==> config.mk <==
export PLATFORM = sky130hd
export DESIGN_NAME = device_req_arbiter
export DESIGN_NICKNAME = d
export VERILOG_FILES = /design/src/rtl/device_arb_pkg.sv /design/src/rtl/device_rr_picker.sv /design/src/rtl/device_req_arbiter.sv
export SDC_FILE = /design/constraint.sdc
export NUM_CORES = 1
export LEC_CHECK = 0
export ABC_CLOCK_PERIOD_IN_PS = 4000
export BUFFER_PORTS_ARGS = -buffer_cell sky130_fd_sc_hd__buf_2
export CAP_MARGIN = 20
export CORE_AREA = 4 4 166 168
export CTS_CLUSTER_DIAMETER = 120
export DETAILED_ROUTE_END_ITERATION = 7
export DIE_AREA = 0 0 170 172
export PLACE_DENSITY = 0.5
export SYNTH_ARGS = -nofsm -noshare
export SYNTH_HDL_FRONTEND = slang
export SYNTH_HIERARCHICAL = 1
export SYNTH_SLANG_ARGS = --single-unit
==> constraint.sdc <==
create_clock -name clk -period 4 [get_ports clk]
set_input_delay 0.8 -clock clk [delete_from_list [all_inputs] [get_ports clk]]
set_output_delay 0.8 -clock clk [all_outputs]
set_load 0.01 [all_outputs]
==> src/rtl/device_arb_pkg.sv <==
// device_arb_pkg: state encoding, default widths and mask-width helper shared by the device arbiter.
package device_arb_pkg;
    typedef enum logic [1:0] {IDLE, ISSUE, CAPTURE, RESP} state_t;
    localparam int DEF_NUM_REQ = 4;
    localparam int DEF_ADDR_W = 32;
    localparam int DEF_DATA_W = 32;
    function automatic int mask_w(input int data_w);
        return data_w / 8;
    endfunction
endpackage

==> src/rtl/device_rr_picker.sv <==
// device_rr_picker: combinational rotating-priority pick starting the scan at ptr.
module device_rr_picker
    import device_arb_pkg::*;
#(
    parameter int N = DEF_NUM_REQ,
    parameter int IW = $clog2(N)
) (
    input  logic [N-1:0]  req,
    input  logic [IW-1:0] ptr,
    output logic [N-1:0]  grant,
    output logic [IW-1:0] idx,
    output logic          any_valid
);
    function automatic logic [IW-1:0] wrap(input int s);
        return IW'(s >= N ? s - N : s);
    endfunction
    // Scan from the farthest offset down so the closest valid requester to ptr wins.
    always_comb begin
        grant = '0;
        idx = '0;
        any_valid = 1'b0;
        for (int i = N - 1; i >= 0; i--) begin
            if (req[wrap(int'(ptr) + i)]) begin
                grant = '0;
                grant[wrap(int'(ptr) + i)] = 1'b1;
                idx = wrap(int'(ptr) + i);
                any_valid = 1'b1;
            end
        end
    end
endmodule

==> src/rtl/device_req_arbiter.sv <==
// device_req_arbiter: shares one device port among NUM_REQ requesters, one transaction at a time.
// Define DEVICE_ARB_FIXED_PRIO_EN for lowest-index-wins instead of round-robin.
module device_req_arbiter
    import device_arb_pkg::*;
#(
    parameter int NUM_REQ = DEF_NUM_REQ,
    parameter int ADDR_W = DEF_ADDR_W,
    parameter int DATA_W = DEF_DATA_W
) (
    input  logic                            clk,
    input  logic                            reset,
    input  logic [NUM_REQ-1:0]              req_valid,
    output logic [NUM_REQ-1:0]              req_ready,
    input  logic [NUM_REQ-1:0]              req_wen,
    input  logic [NUM_REQ*ADDR_W-1:0]       req_addr,
    input  logic [NUM_REQ*DATA_W-1:0]       req_wdata,
    input  logic [NUM_REQ*(DATA_W/8)-1:0]   req_wmask,
    output logic [NUM_REQ-1:0]              resp_valid,
    input  logic [NUM_REQ-1:0]              resp_ready,
    output logic [DATA_W-1:0]               resp_rdata,
    output logic                            dev_req_valid,
    output logic                            dev_req_wen,
    output logic [ADDR_W-1:0]               dev_req_addr,
    output logic [DATA_W-1:0]               dev_req_wdata,
    output logic [DATA_W/8-1:0]             dev_req_wmask,
    input  logic [DATA_W-1:0]               dev_resp_rdata
);
    localparam int MW = mask_w(DATA_W);
    localparam int IW = $clog2(NUM_REQ);
    state_t state;
    logic [IW-1:0] rr_ptr, owner, pick_ptr, next_ptr, grant_idx;
    logic [NUM_REQ-1:0] grant;
    logic any_valid;
    logic wen_q;
    logic [ADDR_W-1:0] addr_q;
    logic [DATA_W-1:0] wdata_q, rdata_q;
    logic [MW-1:0] wmask_q;
`ifdef DEVICE_ARB_FIXED_PRIO_EN
    assign pick_ptr = '0;
    assign next_ptr = '0;
`else
    assign pick_ptr = rr_ptr;
    assign next_ptr = owner == IW'(NUM_REQ - 1) ? '0 : owner + 1'b1;
`endif
    device_rr_picker #(.N(NUM_REQ), .IW(IW)) u_picker (
        .req(req_valid),
        .ptr(pick_ptr),
        .grant(grant),
        .idx(grant_idx),
        .any_valid(any_valid)
    );
    assign req_ready = (state == IDLE && !reset) ? grant : '0;
    assign resp_valid = state == RESP ? NUM_REQ'(1) << owner : '0;
    assign resp_rdata = rdata_q;
    assign dev_req_valid = state == ISSUE;
    assign dev_req_wen = wen_q;
    assign dev_req_addr = addr_q;
    assign dev_req_wdata = wdata_q;
    assign dev_req_wmask = wmask_q;
    always_ff @(posedge clk or posedge reset) begin
        if (reset) begin
            state <= IDLE;
            rr_ptr <= '0;
            owner <= '0;
            wen_q <= 1'b0;
            addr_q <= '0;
            wdata_q <= '0;
            wmask_q <= '0;
            rdata_q <= '0;
        end else begin
            case (state)
                IDLE: if (any_valid) begin
                    wen_q <= req_wen[grant_idx];
                    addr_q <= req_addr[grant_idx*ADDR_W +: ADDR_W];
                    wdata_q <= req_wdata[grant_idx*DATA_W +: DATA_W];
                    wmask_q <= req_wmask[grant_idx*MW +: MW];
                    owner <= grant_idx;
                    state <= ISSUE;
                end
                ISSUE: state <= CAPTURE;
                CAPTURE: begin
                    rdata_q <= wen_q ? '0 : dev_resp_rdata;
                    state <= RESP;
                end
                RESP: if (resp_ready[owner]) begin
                    rr_ptr <= next_ptr;
                    state <= IDLE;
                end
            endcase
        end
    end
endmodule

# == Yosys cells after proc, flatten, opt, wreduce, memory -nomap -nowiden ==
# Index checks and enable logic that the tools add are counted.
# Widths: inputs -> output; s select.
# op_classes
n_lt_le_gt_ge,14
n_eq_ne,6
n_reduce_logical,10
n_addsub,8
n_shift,4
muxes,43
# op_table
cell,n
$shiftx 128x8->32,2
$mux 32,1
$mux 4,6
$mux 2,11
$lt 2x3->1 const B,6
$shiftx 16x5->4,1
$mux 1,14
$bmux 1 s2,6
$ge 3x3->1 const B,3
$demux 1 s2,4
$ge 2x1->1 const B,4
$pmux 2 s4,1
$sub 2x1->2 const B,4
$add 2x2->3 const B,2
$eq 2x2->1 const B,3
$reduce_and 2->1,3
$logic_and 1x1->1,5
$shl 1x2->4 const A,1
$add 2x1->3 const B,1
$ge 2x3->1 const B,1
$add 2x1->2 const B,1
$eq 2x1->1 const B,1
$logic_not 2->1,1
$ne 2x1->1 const B,1
2 further kinds,2
# totals
elab_cells,93
out_inout_bits,110
reg_bits,107
input_bits,318

# == Longest topological paths before layout ==
# logic_depth
word_depth,12
ltp_mapped,12
depth_no_buf,8

# == Cells and area by module ==
# Netlist, hierarchy kept.
# by_module_without_submodules
mod,seq_area_each_um2,n_inst,area_each_um2,cells_per_inst
device_req_arbiter,2677.6,1,5988.2,412
device_rr_picker,0.0,1,509.2,61

# == Least setup slack after synthesis ==
# No wires, ideal clock.
# synth_path
kind,register to register
startpoint,reg rr_ptr[0] (netlist: pick_ptr[0])
endpoint,reg addr_q[24] (netlist: dev_req_addr[24])
t_required_ns,3.875
path_buffers,4
arrival_ns,2.862
setup_ns,0.125
period_less_slack_ns,2.987
slack_ns,1.013
stages_incl_launch_ff,12
path_cell_list,dfrtp_1 buf_6 inv_1 ha_1 buf_2 nor2b_1 o211a_1 nor3_1 buf_6 buf_12 mux4_2 mux2_2
# synth_via
elab_chain_cells,10
word_cells_on_any_way,33
classes_between,add/sub (7); order compare (4); shift (1); mux (20); reduce/logical (1)
# synth_lines
element,line,source
from (decl),device_req_arbiter.sv:31,"logic [IW-1:0] rr_ptr, owner, pick_ptr, next_ptr, grant_idx;"
from (signal assigned),device_req_arbiter.sv:86,rr_ptr <= next_ptr;
$add 2x2->3,"device_rr_picker.sv:23, device_rr_picker.sv:26",
$ge 3x3->1 / $sub 2x1->2 (equally long branches),device_rr_picker.sv:15,return IW'(s >= N ? s - N : s);
$mux 2,device_rr_picker.sv:15,
$bmux 1 s2,device_rr_picker.sv:23,if (req[wrap(int'(ptr) + i)]) begin
$mux 1 (implied by the code),device_rr_picker.sv:23,
$mux 2 (3 in a row),device_rr_picker.sv:23,
$mux 2 (*),device_rr_picker.sv:23,
via grant_idx[0],device_req_arbiter.sv:31,
$shiftx 128x8->32 (*),device_req_arbiter.sv:74,addr_q <= req_addr[grant_idx*ADDR_W +: ADDR_W];
to (signal assigned),device_req_arbiter.sv:74,
to (decl),device_req_arbiter.sv:35,logic [ADDR_W-1:0] addr_q;
# The timed path passes the listed nets; every way through them passes the cells marked *. The select of a mux whose other input is x is not followed.
# A chain may end at the register's enable or synchronous reset.

# == Final worst setup path ==
# layout_path
startpoint,reg rr_ptr[1] (netlist: pick_ptr[1])
endpoint,out req_ready[3]
# layout_via
elab_chain_cells,12
word_cells_on_any_way,48
classes_between,add/sub (7); order compare (12); mux (25); reduce/logical (4)
# layout_lines
element,line,source
$add 2x2->3,"device_rr_picker.sv:23, device_rr_picker.sv:25",
$ge 3x3->1 / $sub 2x1->2 (equally long branches),device_rr_picker.sv:15,
$mux 2,device_rr_picker.sv:15,
$lt 2x3->1 (implied by the code) / $ge 2x1->1 (equally long branches),device_rr_picker.sv:25,grant[wrap(int'(ptr) + i)] = 1'b1;
$logic_and 1x1->1 (implied by the code),device_rr_picker.sv:25,
$mux 1 (implied by the code),device_rr_picker.sv:25,
$demux 1 s2,-,
$mux 4 (3 in a row),device_rr_picker.sv:23,
$mux 4 (*),device_rr_picker.sv:23,
via grant[3],device_req_arbiter.sv:32,logic [NUM_REQ-1:0] grant;
$mux 4 (*),device_req_arbiter.sv:52,assign req_ready = (state == IDLE && !reset) ? grant : '0;
to (decl),device_req_arbiter.sv:13,"output logic [NUM_REQ-1:0] req_ready,"
# Marked as above.

==> metrics <==
status completed; top post-synthesis cells by area dfrtp_1 (41%), mux4_2 (25%), mux2_2 (13%); DR DRC count 0; Vias/cell roughly 4.6; largest area contributor in the netlist dfrtp_1; worst-path fanout max 11; cells along the critical path inv_1 -> ha_1 -> or3b_2 -> nand3_1 -> nand4_1 -> a31oi_1 -> and2_1 -> buf_2; largest net degree at the start of global routing 60; Seq cells post-synth 107; top post-synthesis cells by count dfrtp_1 (107), mux2_2 (77), mux4_2 (71); Initial Util 0.2508; Routed WL per cell 19.43 um; Worst Setup SP pick_ptr[1]; Clock Sinks 107; CP Class flop to primary output; asr flop ratio synth 1.000; Syn-to-layout area delta 42.73%; Post-CTS Setup Inserts 0; Post-Syn Instances ~470; Netlist cell types 37; CTS clk-pin slew, worst paths 0.07 ns; Worst R2R Start pick_ptr[1]; hold crit path type flop to flop; share of cells above drive strength 1 0.6853; placed wire-length estimate 19430 um; total core area 25910 um2; Worst path slowest cell dfrtp_1; leakage 4.516 nW; vias in the first global route between 5000 and 6000; post-synthesis average cell area roughly 14 um2; most common cell in the netlist dfrtp_1; Final period util 0.9194; initial DRC count 264; Post-Syn Area 6497 um2; sequential share of the synthesized area 0.4121; CP Launch Type flop; worst hold start dev_req_wdata[5]; Util after Layout 0.3579; First-pass DRT Iterations 4; syn nets a little over 800; clk root buf clkbuf_16; post-route ant nets 0; Synth top area share 0.4121; clk_lat worst skew 0.35 ns; Crit path largest cell delay 0.59 ns; max-slew violation count 0; io pins 428; fillers 2627; total negative slack 0 ns; post-CTS sizing 0; Max Freq 0.2719 GHz; first-pass GRT wire length 34150 um; die area 29240 um2; Vias 5619; final setup fails 0; crit path buf inv count 2; nets 1226; GRT Total Usage 0.1531; Die W 170 um; Die H 172 um; row cnt 59; GR Overflow Total 0; Fin. Hold Viols 0; Num CTS Buffers 9; crit path time final 3.678 ns; Rel. slew slack 0.4674; WP data arrival 2.88 ns; Worst setup EP type primary output; Crit path required time approximately 3.2 ns; CTS tree done; VDD IR max 0.3450 mV; Post-synth EDFFs 0; Worst-Margin Slew 0.7990 ns; power per cell area 756.3 nW/um2; PortBufs 427; CTS Hold Buffers Added 0; RSZ-0062 raised after global routing no; synth warn 6; Clock Skews 0.01012 ns; Max-Cap Viols 0; Crit path max-delay family simple AND/OR/NAND/NOR gates; Most used DFF post-synth dfrtp_1; initial antenna violation count 2; H-tree depth 3; Placer Congestion between 0.8 and 0.9; clk buf depth 2; final WL 23940 um
## placed cells by master, fill, tap and decap left out, types with 2 or more instances in the layout
cell	count
a21oi_1	2
a22oi_1	5
a31oi_1	4
and2_1	9
buf_12	6
buf_2	427
buf_4	7
clkbuf_16	9
clkinv_4	3
dfrtp_1	107
ha_1	17
inv_1	38
inv_6	2
mux2_2	77
mux4_2	71
nand2_1	35
nand2b_1	2
nand4_1	4
nor2_1	10
nor2b_1	3
o21ai_0	34
o221ai_1	2
## registers in the layout (all words and copies together), names as in the netlist
register	flops
state	2
owner	2
dev_req_wen	1
resp_rdata	32
pick_ptr	2
dev_req_wdata	32
dev_req_wmask	4
dev_req_addr	32
## metal layers
layer / vias to the layer above / global-route usage / share of wire
met5: - / 0 / 0.00054
li1: 2587 / - / -
met1: 2771 / 0.1967 / 0.40
met4: 2 / 0.02292 / 0.0087
met2: 246 / 0.2650 / 0.52
met3: 13 / 0.04275 / 0.073
## kinds of logic after synthesis
logic type | Yosys count | synth area share
buf+inv | 72 | 0.06528
mux | 152 | 0.3890
flops | 107 | 0.4121
fa+ha+maj | 17 | 0.03274
simple gates | 74 | 0.05623
compound gates | 51 | 0.04468
## through the flow
step / setup slack [ns] / total power [W] / instances / instance area [um2] / hold slack, ns
4_1_cts: 0.2898 / 0.007198 / 1231 / 9271 / 0.5065
5_1_grt: 0.04203 / 0.007596 / 1232 / 9274 / 0.5148
6_report: 0.3225 / 0.007014 / 1232 / 9274 / 0.5021
2_1_floorplan: 0.3828 / 0.004930 / 473 / 6497 / 0.5327
3_5_place_dp: 0.6223 / 0.006248 / 1215 / 8977 / 0.4869
3_3_place_gp: 0.6707 / 0.006208 / 1215 / 8977 / 0.4834
## final cells by class
class                   count  area [um2]  share of cell area
multi-input cells         294        3422              0.3690
well taps                 335       419.2             0.04520
clock inverters             6       55.05            0.005936
inverters                  39       148.9             0.01606
flip-flops and latches    107        2678              0.2887
repair buffers            440        2310              0.2491
clock buffers              10       239.0             0.02577
diodes                      1       2.502           0.0002698
## report_power, final
group / internal [W] / total (W) / switching [W]
Sequential: 0.00162 / 0.00194 / 0.000323
Clock: 0.000454 / 0.000907 / 0.000453
Combinational: 0.00219 / 0.00417 / 0.00198
## final timing paths
check                                    to  slack (ns)  cells after the start
max                            req_ready[3]        0.32                      8
min                        dev_req_wdata[5]        0.50                      1
max reg2reg                dev_req_wdata[8]        0.64                      8
min reg2reg                dev_req_wdata[5]        0.50                      1
max in group asynchronous  dev_req_addr[17]        2.66                      3
min in group asynchronous    resp_rdata[14]        0.59                      2
(Power assumes the default switching activity.)
